[config.mk]
export PLATFORM = sky130hd
export DESIGN_NAME = pipe_ctrl_flat
export DESIGN_NICKNAME = d
export VERILOG_FILES = /design/src/rtl/pipe_ctrl_if.sv /design/src/rtl/pipe_ctrl.sv /design/src/flat_wrapper.sv
export SDC_FILE = /design/constraint.sdc
export NUM_CORES = 1
export LEC_CHECK = 0
export ABC_CLOCK_PERIOD_IN_PS = 4150
export BUFFER_PORTS_ARGS = -buffer_cell sky130_fd_sc_hd__buf_2
export CAP_MARGIN = 5
export CORE_ASPECT_RATIO = 1.2
export CORE_MARGIN = 5
export CORE_UTILIZATION = 44
export DETAILED_ROUTE_END_ITERATION = 12
export HOLD_SLACK_MARGIN = 0.05
export PLACE_DENSITY = 0.81
export SLEW_MARGIN = 40
export SYNTH_ARGS = -nofsm -noshare
export SYNTH_HDL_FRONTEND = slang
export SYNTH_SLANG_ARGS = --single-unit
[constraint.sdc]
create_clock -name clk -period 4.15 [get_ports clk]
set_input_delay 0.415 -clock clk [delete_from_list [all_inputs] [get_ports clk]]
set_output_delay 0.415 -clock clk [all_outputs]
set_load 0.02 [all_outputs]
[src/rtl/pipe_ctrl_if.sv]
// Pipeline-control bundle: stall/redirect requests in, per-stage hold/flush vectors out.
// master = the controller, slave = the pipeline stages and pc that it drives.
interface pipe_ctrl_if #(
    parameter int CNT_W = 16
);
    logic              stallreq_id_i;
    logic              stallreq_ex_i;
    logic              stallreq_bus_i;
    logic              jump_req_i;
    logic [31:0]       jump_addr_i;
    logic [4:0]        hold_en_o;
    logic [4:0]        flush_o;
    logic              jump_en_o;
    logic [31:0]       jump_addr_o;
    logic [1:0]        state_o;
    logic [CNT_W-1:0]  stall_cnt_o;

    modport master (
        input  stallreq_id_i, stallreq_ex_i, stallreq_bus_i, jump_req_i, jump_addr_i,
        output hold_en_o, flush_o, jump_en_o, jump_addr_o, state_o, stall_cnt_o
    );

    modport slave (
        output stallreq_id_i, stallreq_ex_i, stallreq_bus_i, jump_req_i, jump_addr_i,
        input  hold_en_o, flush_o, jump_en_o, jump_addr_o, state_o, stall_cnt_o
    );
endinterface

[src/rtl/pipe_ctrl.sv]
// Central 5-stage pipeline controller: prioritised stall/redirect decode, post-redirect
// fetch-shadow flush sequencing and a saturating stall-cycle counter.
module pipe_ctrl #(
    parameter int FLUSH_CYCLES = 1,
    parameter int CNT_W        = 16
) (
    input  logic            clk,
    input  logic            rst,
    pipe_ctrl_if.master     bus
);
    typedef enum logic [1:0] {
        RUN    = 2'd0,
        SHADOW = 2'd1
    } state_t;

    state_t           state, state_n;
    logic [2:0]       fcnt, fcnt_n;
    logic [CNT_W-1:0] stall_cnt;

    logic [4:0]  hold;
    logic [4:0]  flush;
    logic        jump_en;
    logic [31:0] jump_addr;
    logic        jump_q;

    function automatic logic [CNT_W-1:0] sat_inc(input logic [CNT_W-1:0] v);
        return (&v) ? v : v + 1'b1;
    endfunction

    // Stage 0: combinational request decode, strict priority
    always_comb begin
        hold      = '0;
        flush     = '0;
        jump_en   = 1'b0;
        jump_addr = '0;
        jump_q    = 1'b0;
        if (bus.stallreq_ex_i) begin
            hold     = 5'b00111;
            flush[3] = 1'b1;
        end else if (bus.jump_req_i) begin
            jump_en   = 1'b1;
            jump_addr = bus.jump_addr_i;
            flush[1]  = 1'b1;
            flush[2]  = 1'b1;
            jump_q    = 1'b1;
        end else if (bus.stallreq_id_i) begin
            hold     = 5'b00011;
            flush[2] = 1'b1;
        end else if (bus.stallreq_bus_i) begin
            hold     = 5'b00001;
            flush[1] = 1'b1;
        end
        // Shadow flush wins over an if_id hold so the wrong-path fetch is still cleared
        if (state == SHADOW) flush[1] = 1'b1;
        if (rst) begin
            hold      = '0;
            flush     = '0;
            jump_en   = 1'b0;
            jump_addr = '0;
            jump_q    = 1'b0;
        end
    end

    always_comb begin
        state_n = state;
        fcnt_n  = fcnt;
        case (state)
            RUN: begin
                if (jump_q && FLUSH_CYCLES > 0) begin
                    state_n = SHADOW;
                    fcnt_n  = 3'(FLUSH_CYCLES);
                end
            end
            SHADOW: begin
                if (jump_q) begin
                    fcnt_n = 3'(FLUSH_CYCLES);
                end else if (!hold[0]) begin
                    fcnt_n = fcnt - 3'd1;
                    if (fcnt == 3'd1) state_n = RUN;
                end
            end
            default: begin
                state_n = RUN;
                fcnt_n  = '0;
            end
        endcase
    end

    // Stage 1: registered control state
    always_ff @(posedge clk) begin
        if (rst) begin
            state     <= RUN;
            fcnt      <= '0;
            stall_cnt <= '0;
        end else begin
            state <= state_n;
            fcnt  <= fcnt_n;
            if (|hold) stall_cnt <= sat_inc(stall_cnt);
        end
    end

    assign bus.hold_en_o   = hold;
    assign bus.flush_o     = flush;
    assign bus.jump_en_o   = jump_en;
    assign bus.jump_addr_o = jump_addr;
    assign bus.state_o     = rst ? 2'd0 : state;
    assign bus.stall_cnt_o = stall_cnt;
endmodule

[src/flat_wrapper.sv]
// flat-port wrapper written by rule: the top's interface ports become plain ports
module pipe_ctrl_flat 
#(
    parameter int FLUSH_CYCLES = 1,
    parameter int CNT_W        = 16
)
  (clk, rst, bus_stallreq_id_i, bus_stallreq_ex_i, bus_stallreq_bus_i, bus_jump_req_i, bus_jump_addr_i, bus_hold_en_o, bus_flush_o, bus_jump_en_o, bus_jump_addr_o, bus_state_o, bus_stall_cnt_o);
  pipe_ctrl_if #(.CNT_W(CNT_W)) bus_i ();
  input  logic clk;
  input  logic rst;
  input wire logic [$bits(bus_i.stallreq_id_i)-1:0] bus_stallreq_id_i;
  input wire logic [$bits(bus_i.stallreq_ex_i)-1:0] bus_stallreq_ex_i;
  input wire logic [$bits(bus_i.stallreq_bus_i)-1:0] bus_stallreq_bus_i;
  input wire logic [$bits(bus_i.jump_req_i)-1:0] bus_jump_req_i;
  input wire logic [$bits(bus_i.jump_addr_i)-1:0] bus_jump_addr_i;
  output wire logic [$bits(bus_i.hold_en_o)-1:0] bus_hold_en_o;
  output wire logic [$bits(bus_i.flush_o)-1:0] bus_flush_o;
  output wire logic [$bits(bus_i.jump_en_o)-1:0] bus_jump_en_o;
  output wire logic [$bits(bus_i.jump_addr_o)-1:0] bus_jump_addr_o;
  output wire logic [$bits(bus_i.state_o)-1:0] bus_state_o;
  output wire logic [$bits(bus_i.stall_cnt_o)-1:0] bus_stall_cnt_o;
  assign bus_i.stallreq_id_i = bus_stallreq_id_i;
  assign bus_i.stallreq_ex_i = bus_stallreq_ex_i;
  assign bus_i.stallreq_bus_i = bus_stallreq_bus_i;
  assign bus_i.jump_req_i = bus_jump_req_i;
  assign bus_i.jump_addr_i = bus_jump_addr_i;
  assign bus_hold_en_o = bus_i.hold_en_o;
  assign bus_flush_o = bus_i.flush_o;
  assign bus_jump_en_o = bus_i.jump_en_o;
  assign bus_jump_addr_o = bus_i.jump_addr_o;
  assign bus_state_o = bus_i.state_o;
  assign bus_stall_cnt_o = bus_i.stall_cnt_o;
  pipe_ctrl #(.FLUSH_CYCLES(FLUSH_CYCLES), .CNT_W(CNT_W)) u_core (.clk(clk), .rst(rst), .bus(bus_i));
endmodule
==> reports/results.ini, run 1 <==
[die]
dieArea_um2 = 4480
num_rows = 22
fp.dieH_um = 72.3
dieWidth_um = 61.9
initial_core_util_pct = 46.1
pin_count = 99
coreArea_um2 = 3080

[timing]
slew_headroom_pct = 48.1
setup_tns_ns = 0
finalClockSkew_ns = 0.0113
post-route-period-util_pct = 67.5
fmax_mhz = 357
setup_violations = 0
rsz0062_at_grt = false
hold_viol = 0
drv_slew = 0
worstMarginPinSlew_ns = 0.775
period_needed_ns = 2.80

[logic_synthesis]
netlist_top_cells_area = dfxtp_1 (28%), and3_1 (15%), a21oi_1 (4.2%)
synth_top_area_cell = dfxtp_1
ys_types = 38
synth_commonest_cells = and3_1 (33), dfxtp_1 (20), a21oi_1 (12), clkbuf_1 (11), nor2_1 (11)
ys.flop_type = dfxtp_1
synth_seq_area_share_pct = 28.1
synth_xor_area_share_pct = 1.23
synth_edf_count = 0
synth_top_area_share_pct = 28.1
async_flop_share_pct = 0
avgSynthCellArea_um2 = 7.77
synth-compound-area-share_pct = 16.8
synth.most_common_cell = and3_1
synth_fa_ha_area_share_pct = 2.64
yosysWarnings = 0
synthCells = 183
synth_top_family_by_area = simple AND/OR/NAND/NOR gates
synthMuxAreaShare_pct = 2.37
synthesis.area_um2 = 1420
synth-seq-cells = 20
synth_simple_gate_area_share_pct = 37.5

[clock_tree]
clk_pin_slew_ns = 0.11
cts_made_buffers = 3
clockRootBuffer = clkbuf_4
cts_setup_buffers = 0
htreeDepth = 1
clk_latency_ns = 0.31
tritoncts = built
holdBufCountCts = 0
clock_sinks = 20
cts_buffer_depth = 2
cts_resized = 0

[min_path]
holdPathEnd = u_core.fcnt[0]
min_from = bus_jump_req_i
holdPathStages = 3
hold_class = input port to flip-flop

[global_routing]
grt_pass1_wl_um = 6350
grt_pass1_vias = 1423
grt_max_degree = 40
antenna_found_initial = 0
grt_overflow = 0
track_usage_pct = 17.7

[cells_and_area]
fill_cells = 304
antenna_cells = 0
fin_area_um2 = 1870
syn_to_final_growth_pct = 31.8
utilization_pct = 60.8
nets = 306
drive_above_1_share_pct = 40.2

[placement]
io_buffers = 93
dpl_cell_area_um2 = 1840
gp_congestion = 0.813
dp_hpwl_um = 3140

[critical_path]
crit_top_cell = buf_2
r2r_cells = 4
rrSetupSlack_ns = 2.19
worst_ep_required_time_ns = 3.73
crit_slowest_cell = clkinv_1
path_buf_inv = 4
path_delay_family = buffers and inverters
worstReg2RegStart = u_core.bus.stall_cnt_o[4]
cpPeakStageDelay_ns = 0.74
path_cells = buf_2 > clkinv_1 > o21ai_1 > inv_1 > buf_2
cp-end-kind = output port
r2r-end = u_core.bus.stall_cnt_o[14]
critPathKind = input port to output port
cp-start-kind = input port
arrival_ns = 2.39
crit_fanout = 39

[pwr]
clkPwrFrac_pct = 28.5
power_frac_seq_pct = 48.8
switching_power_mw = 0.123
switching_share_pct = 30.1
p_int_mw = 0.286
vdd.ir_drop.worst_v = 0.000212
p_comb_share_pct = 22.7
cellLeakagePower_nw = 1.02
pwr_density_cell_nw_per_um2 = 218

[status]
status = complete, no violations

[flow_run]
cap_violations = 0

[route]
wl_per_cell_um = 13.8
vias = 1632
drt_iter0_markers = 106
ant_nets = 0
first_pass_iters = 4
drc = 0
wirelength_um = 4130
via_per_inst = 5.44

cell type report:
class / instances / area, um^2 / area share [%]
multi-input combinational: 137 / 886 / 47.3
sequential: 20 / 400 / 21.4
clock buffer: 4 / 36.3 / 1.94
inverter: 9 / 33.8 / 1.80
timing repair buffer: 94 / 473 / 25.2
tap: 36 / 45.0 / 2.40
worst reg2reg max path, stage by stage (launching register included):
cell and delay [ns]:
dfxtp_1 0.45, nand4_1 0.28, or3_1 0.48, nor4_1 0.30, mux2_2 0.36
registers in the layout (all words and copies together), names as in the netlist:
name	cells
u_core.state	1
u_core.fcnt	3
u_core.bus.stall_cnt_o	16
kinds of logic after synthesis:
family | after synthesis
buf+inv | 30
xor+xnor | 2
compound gates | 35
other cells | 1
fa+ha+maj | 3
flops | 20
simple gates | 89
mux | 3
power by group through the flow:
stage                     clock (mW)  sequential, mW  combinational, mW
after CTS                      0.119           0.200             0.0931
final                          0.116           0.200             0.0930
after floorplan                    0           0.205             0.0627
after detailed placement           0           0.204             0.0927
after global routing           0.125           0.201              0.102
after global placement             0           0.204             0.0918
worst max path at each step:
| stage | start | to | slack, ns | cells past startpoint |
|---|---|---|---|---|
| 2_1_floorplan | u_core.bus.stall_cnt_o[0] | u_core.bus.stall_cnt_o[10] | 2.20 | 6 |
| 3_3_place_gp | rst | u_core.bus.stall_cnt_o[11] | 1.43 | 5 |
| 3_5_place_dp | rst | u_core.bus.stall_cnt_o[11] | 1.39 | 5 |
| 4_1_cts | rst | bus_hold_en_o[0] | 1.72 | 5 |
| 5_1_grt | rst | bus_hold_en_o[0] | 1.06 | 5 |
| 6_report | rst | bus_hold_en_o[0] | 1.35 | 5 |
layer usage:
layer	track usage, %	up-vias	wire length, um
li1	-	837	-
met5	0	-	0
met4	3.30	0	17
met1	23.8	733	1740
met2	27.6	58	2050
met3	5.69	4	316
metrics by stage:
stage	hold WS (ns)	worst slack [ns]	std cells	total power, mW
after global placement	0.495	1.43	296	0.296
after floorplan	0.480	2.20	187	0.268
final	0.479	1.35	300	0.409
after global routing	0.496	1.06	300	0.428
after detailed placement	0.496	1.39	296	0.297
after CTS	0.472	1.72	300	0.412
cell usage in the layout (no fill, tap or decap), drive strengths merged, types with 2 or more instances in the layout:
master  instances
mux2            3
o41ai           4
nor4b           2
clkbuf          4
or3             3
nand4           4
ha              3
inv             8
nand2           9
nor2           11
nand2b          2
o311ai          5
nor4            5
nor3            3
dfxtp          20
nor2b           6
nand3           3
conb            5
a21oi          12
or4             6
o31ai           6
and3           33
buf            94
o21ai           4
No activity file was read; power rests on OpenSTA's default activity.
==> inputs of run 2 (changes only) <==
- ABC_AREA: default -> 1
- ABC_CLOCK_PERIOD_IN_PS: 4150 -> 2600
- PLACE_DENSITY: 0.81 -> 0.77
- clock period: 4.15 -> 2.6 ns (I/O delays scaled with it)
==> run 2 against run 1 <==
Net effect: synthesized cell count increased by 49%; clock skew shrank 0.0029 ns; flip-flop and latch count did not move; sequential share of layout area fell by 2.7 points; via count up 15%; power is 100% higher; non-clock buffer count grew 1; register-to-register slack got worse by 1.1 ns; synthesized area rose by 15%; first-iteration DRC count fell by 54%; hold slack worse by 0.19 ns; combinational power is 100% higher.
==> reports/results.ini, run 2 <==
[logic_synthesis]
synth_edf_count = 0  ; unchanged
ys.flop_type = dfxtp_1
yosysWarnings = 0  ; unchanged
synth.most_common_cell = nor2_1
avgSynthCellArea_um2 = 6.01  ; -23%
synth_commonest_cells = nor2_1 (61), nand2_1 (55), inv_1 (54), dfxtp_1 (20), nand3_1 (11)
synthCells = 272  ; +49%
ys_types = 29  ; -24%
synthesis.area_um2 = 1640  ; +15%
synth_top_area_share_pct = 24.5  ; -3.7 points
synth_top_area_cell = dfxtp_1
async_flop_share_pct = 0  ; unchanged
synth_seq_area_share_pct = 24.5  ; -3.7 points
synth-seq-cells = 20  ; unchanged
netlist_top_cells_area = dfxtp_1 (24%), nor2_1 (14%), nand2_1 (13%)

[global_routing]
grt_pass1_wl_um = 7720  ; +22%
antenna_found_initial = 0  ; unchanged
grt_overflow = 0  ; unchanged
grt_max_degree = 19  ; -53%
track_usage_pct = 18.7  ; +1.1 points
grt_pass1_vias = 1753  ; +23%

[clock_tree]
clockRootBuffer = clkbuf_8
clk_pin_slew_ns = 0.08  ; -0.03 ns
cts_buffer_depth = 2  ; unchanged
htreeDepth = 1  ; unchanged
clock_sinks = 20  ; unchanged
holdBufCountCts = 0  ; unchanged
cts_setup_buffers = 0  ; unchanged
cts_resized = 0  ; unchanged
clk_latency_ns = 0.26  ; -0.05 ns
cts_made_buffers = 3  ; unchanged
tritoncts = built

[placement]
dpl_cell_area_um2 = 2080  ; +13%
io_buffers = 93  ; unchanged
gp_congestion = 0.804  ; -1.1%
dp_hpwl_um = 3910  ; +25%

[cells_and_area]
layout_commonest_cell = buf_2
fill_cells = 373  ; +23%
antenna_cells = 0  ; unchanged
fin_area_um2 = 2150  ; +15%
syn_to_final_growth_pct = 31.5
drive_above_1_share_pct = 35.9  ; -4.2 points
largest_register_ffs = 16  ; unchanged
layout.cells.most_common_list = buf_2 (93), nor2_1 (61), nand2_1 (55)
nets = 404  ; +32%

[route]
drc = 0  ; unchanged
via_per_inst = 4.68  ; -14%
vias = 1877  ; +15%
wl_per_cell_um = 11.8  ; -14%
first_pass_iters = 4  ; unchanged
ant_nets = 0  ; unchanged
drt_iter0_markers = 49  ; -54%
wirelength_um = 4740  ; +15%

[die]
pin_count = 99  ; unchanged
num_rows = 24  ; +9.1%
fp.dieH_um = 76.8  ; +6.2%
initial_core_util_pct = 45.4  ; -0.76 points
coreArea_um2 = 3600  ; +17%
dieWidth_um = 65.7  ; +6.0%
dieArea_um2 = 5040  ; +13%

[critical_path]
r2r_cells = 9  ; +5
r2r-end = u_core.bus.stall_cnt_o[13]
cp-start-kind = input port
crit_slowest_cell = buf_4
arrival_ns = 1.50  ; -0.89 ns
critPathKind = input port to output port
cpPeakStageDelay_ns = 0.27  ; -0.47 ns
crit_fanout = 18  ; -54%
worst_ep_required_time_ns = 2.34  ; -1.39 ns
path_cells = buf_2 > inv_1 > nand2_1 > nor2_1 > inv_1 > buf_4 > nor2_1 > buf_2
cp-end-kind = output port
worstReg2RegStart = u_core.bus.stall_cnt_o[0]
critPathLaunch = bus_stallreq_ex_i
rrSetupSlack_ns = 1.08  ; -1.11 ns

[timing]
setup_tns_ns = 0  ; unchanged
fmax_mhz = 569
period_needed_ns = 1.76
drv_slew = 0  ; unchanged
hold_viol = 0  ; unchanged
setup_violations = 0  ; unchanged
finalClockSkew_ns = 0.00843  ; -0.00288 ns
post-route-period-util_pct = 67.6
rsz0062_at_grt = false

[status]
status = complete, no violations

[min_path]
holdPathEnd = u_core.fcnt[2]
holdPathStages = 4  ; +1
hold_class = input port to flip-flop
min_from = bus_jump_req_i

[pwr]
cellLeakagePower_nw = 1.30  ; +28%
pwr_density_cell_nw_per_um2 = 386  ; +77%
vdd.ir_drop.worst_v = 0.000247  ; +17%

[flow_run]
cap_violations = 0  ; unchanged

## run 2: final cells by class
| type | instances | area [um^2] | share of cell area, % |
|---|---|---|---|
| well taps | 39 | 48.8 | 2.27 |
| clock buffers | 3 | 41.3 | 1.92 |
| inverters | 58 | 220 | 10.2 |
| clock inverters | 1 | 30.0 | 1.40 |
| repair buffers | 95 | 480 | 22.3 |
| multi-input cells | 185 | 930 | 43.2 |
| flip-flops and latches | 20 | 400 | 18.6 |
## run 2: kinds of logic (layout without fill, tap and decap cells)
group / Yosys count / after routing / synth area share (%)
buffers and inverters: 71 / 157 / 19.6
other: 1 / 5 / 0.229
AND/OR/NAND/NOR: 152 / 152 / 42.0
flip-flops: 20 / 20 / 24.5
AO/OA/AOI/OAI: 19 / 19 / 8.19
adder cells (fa/ha/maj): 3 / 3 / 2.30
XOR/XNOR: 6 / 6 / 3.21
## run 2: worst max-delay path by stage
stage	end	depth (start not counted)	slack, ns
after CTS	bus_jump_addr_o[11]	8	0.84
after floorplan	bus_jump_addr_o[10]	5	0.89
after global placement	bus_jump_addr_o[13]	8	0.88
after global routing	bus_jump_addr_o[3]	8	0.64
after detailed placement	bus_jump_addr_o[17]	8	0.84
final	bus_jump_addr_o[14]	8	0.84
## run 2: per-stage QoR
step | setup slack, ns | cells | hold slack, ns | util, % | power, mW
2_1_floorplan | 0.886 | 276 | 0.438 | - | 0.466
3_3_place_gp | 0.884 | 397 | 0.502 | 57.7 | 0.522
5_1_grt | 0.640 | 401 | 0.324 | 59.7 | 0.873
4_1_cts | 0.836 | 401 | 0.282 | 59.7 | 0.840
3_5_place_dp | 0.839 | 397 | 0.509 | 57.7 | 0.524
6_report | 0.843 | 401 | 0.294 | 59.7 | 0.831
## run 2: critical path: cells and delay by family
family | cells | cell delay, ns
buf+inv | 5 | 0.90
simple gates | 3 | 0.33
## run 2: where the power goes
group          total [mW]  leakage [nW]  switching, mW  internal, mW
Sequential          0.328         0.162         0.0107         0.318
Combinational       0.187          1.11          0.119        0.0671
Clock               0.316        0.0357          0.110         0.206
Total               0.831          1.30          0.240         0.590
## run 2: per-layer routing
layer	vias up	GRT usage, %	routed length (um)
met4	0	4.98	53
met3	7	4.24	531
met1	813	23.6	1990
met2	89	31.5	2170
met5	-	0	0
li1	968	-	-
==> inputs of run 3 (changes only) <==
- ABC_CLOCK_PERIOD_IN_PS: 2600 -> 1720
- clock period: 2.6 -> 1.72 ns (I/O delays scaled with it)
==> run 3 against run 2 <==
Net effect: global-route usage is 0.065 points higher; utilization is 0.56 points higher; final cell count is 0.25% higher; sequential share of layout area is 0.17 points lower; design area is 0.93% higher; wire length is 0.93% higher; setup slack worse by 0.62 ns; non-clock buffer count is 1 higher; power is 52% higher.
==> reports/results.ini, run 3 (synthesized netlist as in run 2, its figures left out) <==
[status]
status = complete, no violations

[critical_path]
worst_ep_required_time_ns = 1.88  ; -0.46 ns
rrSetupSlack_ns = 0.22  ; -0.86 ns
arrival_ns = 1.66  ; +0.16 ns
crit_fanout = 15  ; -3
critPathKind = flip-flop to flip-flop
r2r_cells = 9  ; unchanged
r2r-end = u_core.bus.stall_cnt_o[15]
worstReg2RegStart = u_core.bus.stall_cnt_o[0]
cp-start-kind = flip-flop
cp-end-kind = flip-flop

[flow_run]
cap_violations = 0  ; unchanged

[cells_and_area]
antenna_cells = 0  ; unchanged
nets = 405  ; +0.25%
regArea_um2 = 400  ; unchanged
drive_above_1_share_pct = 36.1  ; +0.18 points
multi_input_area_um2 = 930  ; unchanged
syn_to_final_growth_pct = 32.7
layout_commonest_cell = buf_2
layout.cells.most_common_list = buf_2 (93), nor2_1 (61), nand2_1 (55)
largest_register_ffs = 16  ; unchanged
fill_cells = 357  ; -4.3%

[clock_tree]
holdBufCountCts = 0  ; unchanged
cts_setup_buffers = 0  ; unchanged
clk_pin_slew_ns = 0.08  ; about the same
clockRootBuffer = clkbuf_8
cts_made_buffers = 3  ; unchanged
htreeDepth = 1  ; unchanged
tritoncts = built
clk_latency_ns = 0.27  ; about the same
clock_sinks = 20  ; unchanged
cts_resized = 0  ; unchanged
cts_buffer_depth = 2  ; unchanged

[die]
fp.dieH_um = 76.8  ; unchanged
num_rows = 24  ; unchanged
dieWidth_um = 65.7  ; unchanged
dieArea_um2 = 5040  ; unchanged
initial_core_util_pct = 45.4  ; unchanged
coreArea_um2 = 3600  ; unchanged
pin_count = 99  ; unchanged

[route]
drt_iter0_markers = 95  ; +94%
wirelength_um = 4790  ; +0.93%
first_pass_iters = 4  ; unchanged
ant_nets = 0  ; unchanged
via_per_inst = 4.70  ; +0.50%
drc = 0  ; unchanged
wl_per_cell_um = 11.9  ; +0.68%
vias = 1891  ; +0.75%

[global_routing]
grt_pass1_vias = 1721  ; -1.8%
track_usage_pct = 18.8  ; +0.065 points
antenna_found_initial = 0  ; unchanged
grt_pass1_wl_um = 7690  ; -0.45%
grt_max_degree = 27  ; +8
grt_overflow = 0  ; unchanged

[timing]
setup_violations = 0  ; unchanged
fmax_mhz = 666
post-route-period-util_pct = 87.3
period_needed_ns = 1.50
finalClockSkew_ns = 0.00678  ; -0.00165 ns
drv_slew = 0  ; unchanged
rsz0062_at_grt = false
hold_viol = 0  ; unchanged
setup_tns_ns = 0  ; unchanged

[pwr]
pwr_density_cell_nw_per_um2 = 583  ; +51%
cellLeakagePower_nw = 1.31  ; +0.87%
vdd.ir_drop.worst_v = 0.000419  ; +70%
power_mw = 1.27  ; +52%

[min_path]
holdPathStages = 4  ; unchanged
min_from = bus_jump_req_i
holdPathEnd = u_core.fcnt[2]
hold_class = input port to flip-flop

[placement]
io_buffers = 93  ; unchanged
gp_congestion = 0.840  ; +4.4%
dp_hpwl_um = 3950  ; +1.3%

==> run 3: cell types whose count changed in the layout (fill, tap and decap cells not counted) <==
cell / change
buf_12: +1
==> run 3: routing by layer <==
metal	track usage [%]	wire, um	vias up
met1	21.9	1920	816
met5	0	0	-
met4	4.77	64	0
li1	-	-	973
met3	4.97	521	9
met2	33.3	2290	93
==> run 3: critical path: stages, from the launching register on <==
cell and delay, ns:
dfxtp_1 0.35, ha_1 0.23, nand2_1 0.11, nor2_4 0.07
nand2_4 0.08, nor2_2 0.05, nor2_4 0.28, nand3_1 0.11
nand2_1 0.08, nor2_1 0.04
==> run 3: worst max path at each step <==
| stage | start | end | slack, ns | depth (start not counted) |
|---|---|---|---|---|
| floorplan | u_core.bus.stall_cnt_o[0] | u_core.bus.stall_cnt_o[10] | 0.12 | 9 |
| global placement | u_core.bus.stall_cnt_o[0] | u_core.bus.stall_cnt_o[15] | 0.26 | 9 |
| detailed placement | u_core.bus.stall_cnt_o[0] | u_core.bus.stall_cnt_o[15] | 0.23 | 9 |
| CTS | u_core.bus.stall_cnt_o[0] | u_core.bus.stall_cnt_o[15] | 0.21 | 9 |
| global route | u_core.bus.stall_cnt_o[0] | u_core.bus.stall_cnt_o[15] | 0.05 | 9 |
| finish | u_core.bus.stall_cnt_o[0] | u_core.bus.stall_cnt_o[15] | 0.22 | 9 |
==> run 3: cell type report <==
class                   instances  area share, %
multi-input cells             185           42.8
clock inverters                 1           1.38
well taps                      39           2.25
repair buffers                 96           23.1
clock buffers                   3           1.90
inverters                      58           10.1
flip-flops and latches         20           18.4
==> run 3: where the power goes <==
part | switching, mW | internal, mW
clock | 0.169 | 0.311
combinational | 0.184 | 0.105
sequential | 0.0166 | 0.480
==> run 3: through the flow <==
step / hold WS, ns / area, um^2 / setup slack, ns / std cells / util (%)
5_1_grt: 0.263 / 2170 / 0.0543 / 402 / 60.2
4_1_cts: 0.209 / 2170 / 0.212 / 402 / 60.2
3_3_place_gp: 0.491 / 2100 / 0.257 / 398 / 58.3
2_1_floorplan: 0.350 / 1650 / 0.122 / 276 / -
3_5_place_dp: 0.494 / 2100 / 0.226 / 398 / 58.3
6_report: 0.209 / 2170 / 0.219 / 402 / 60.2
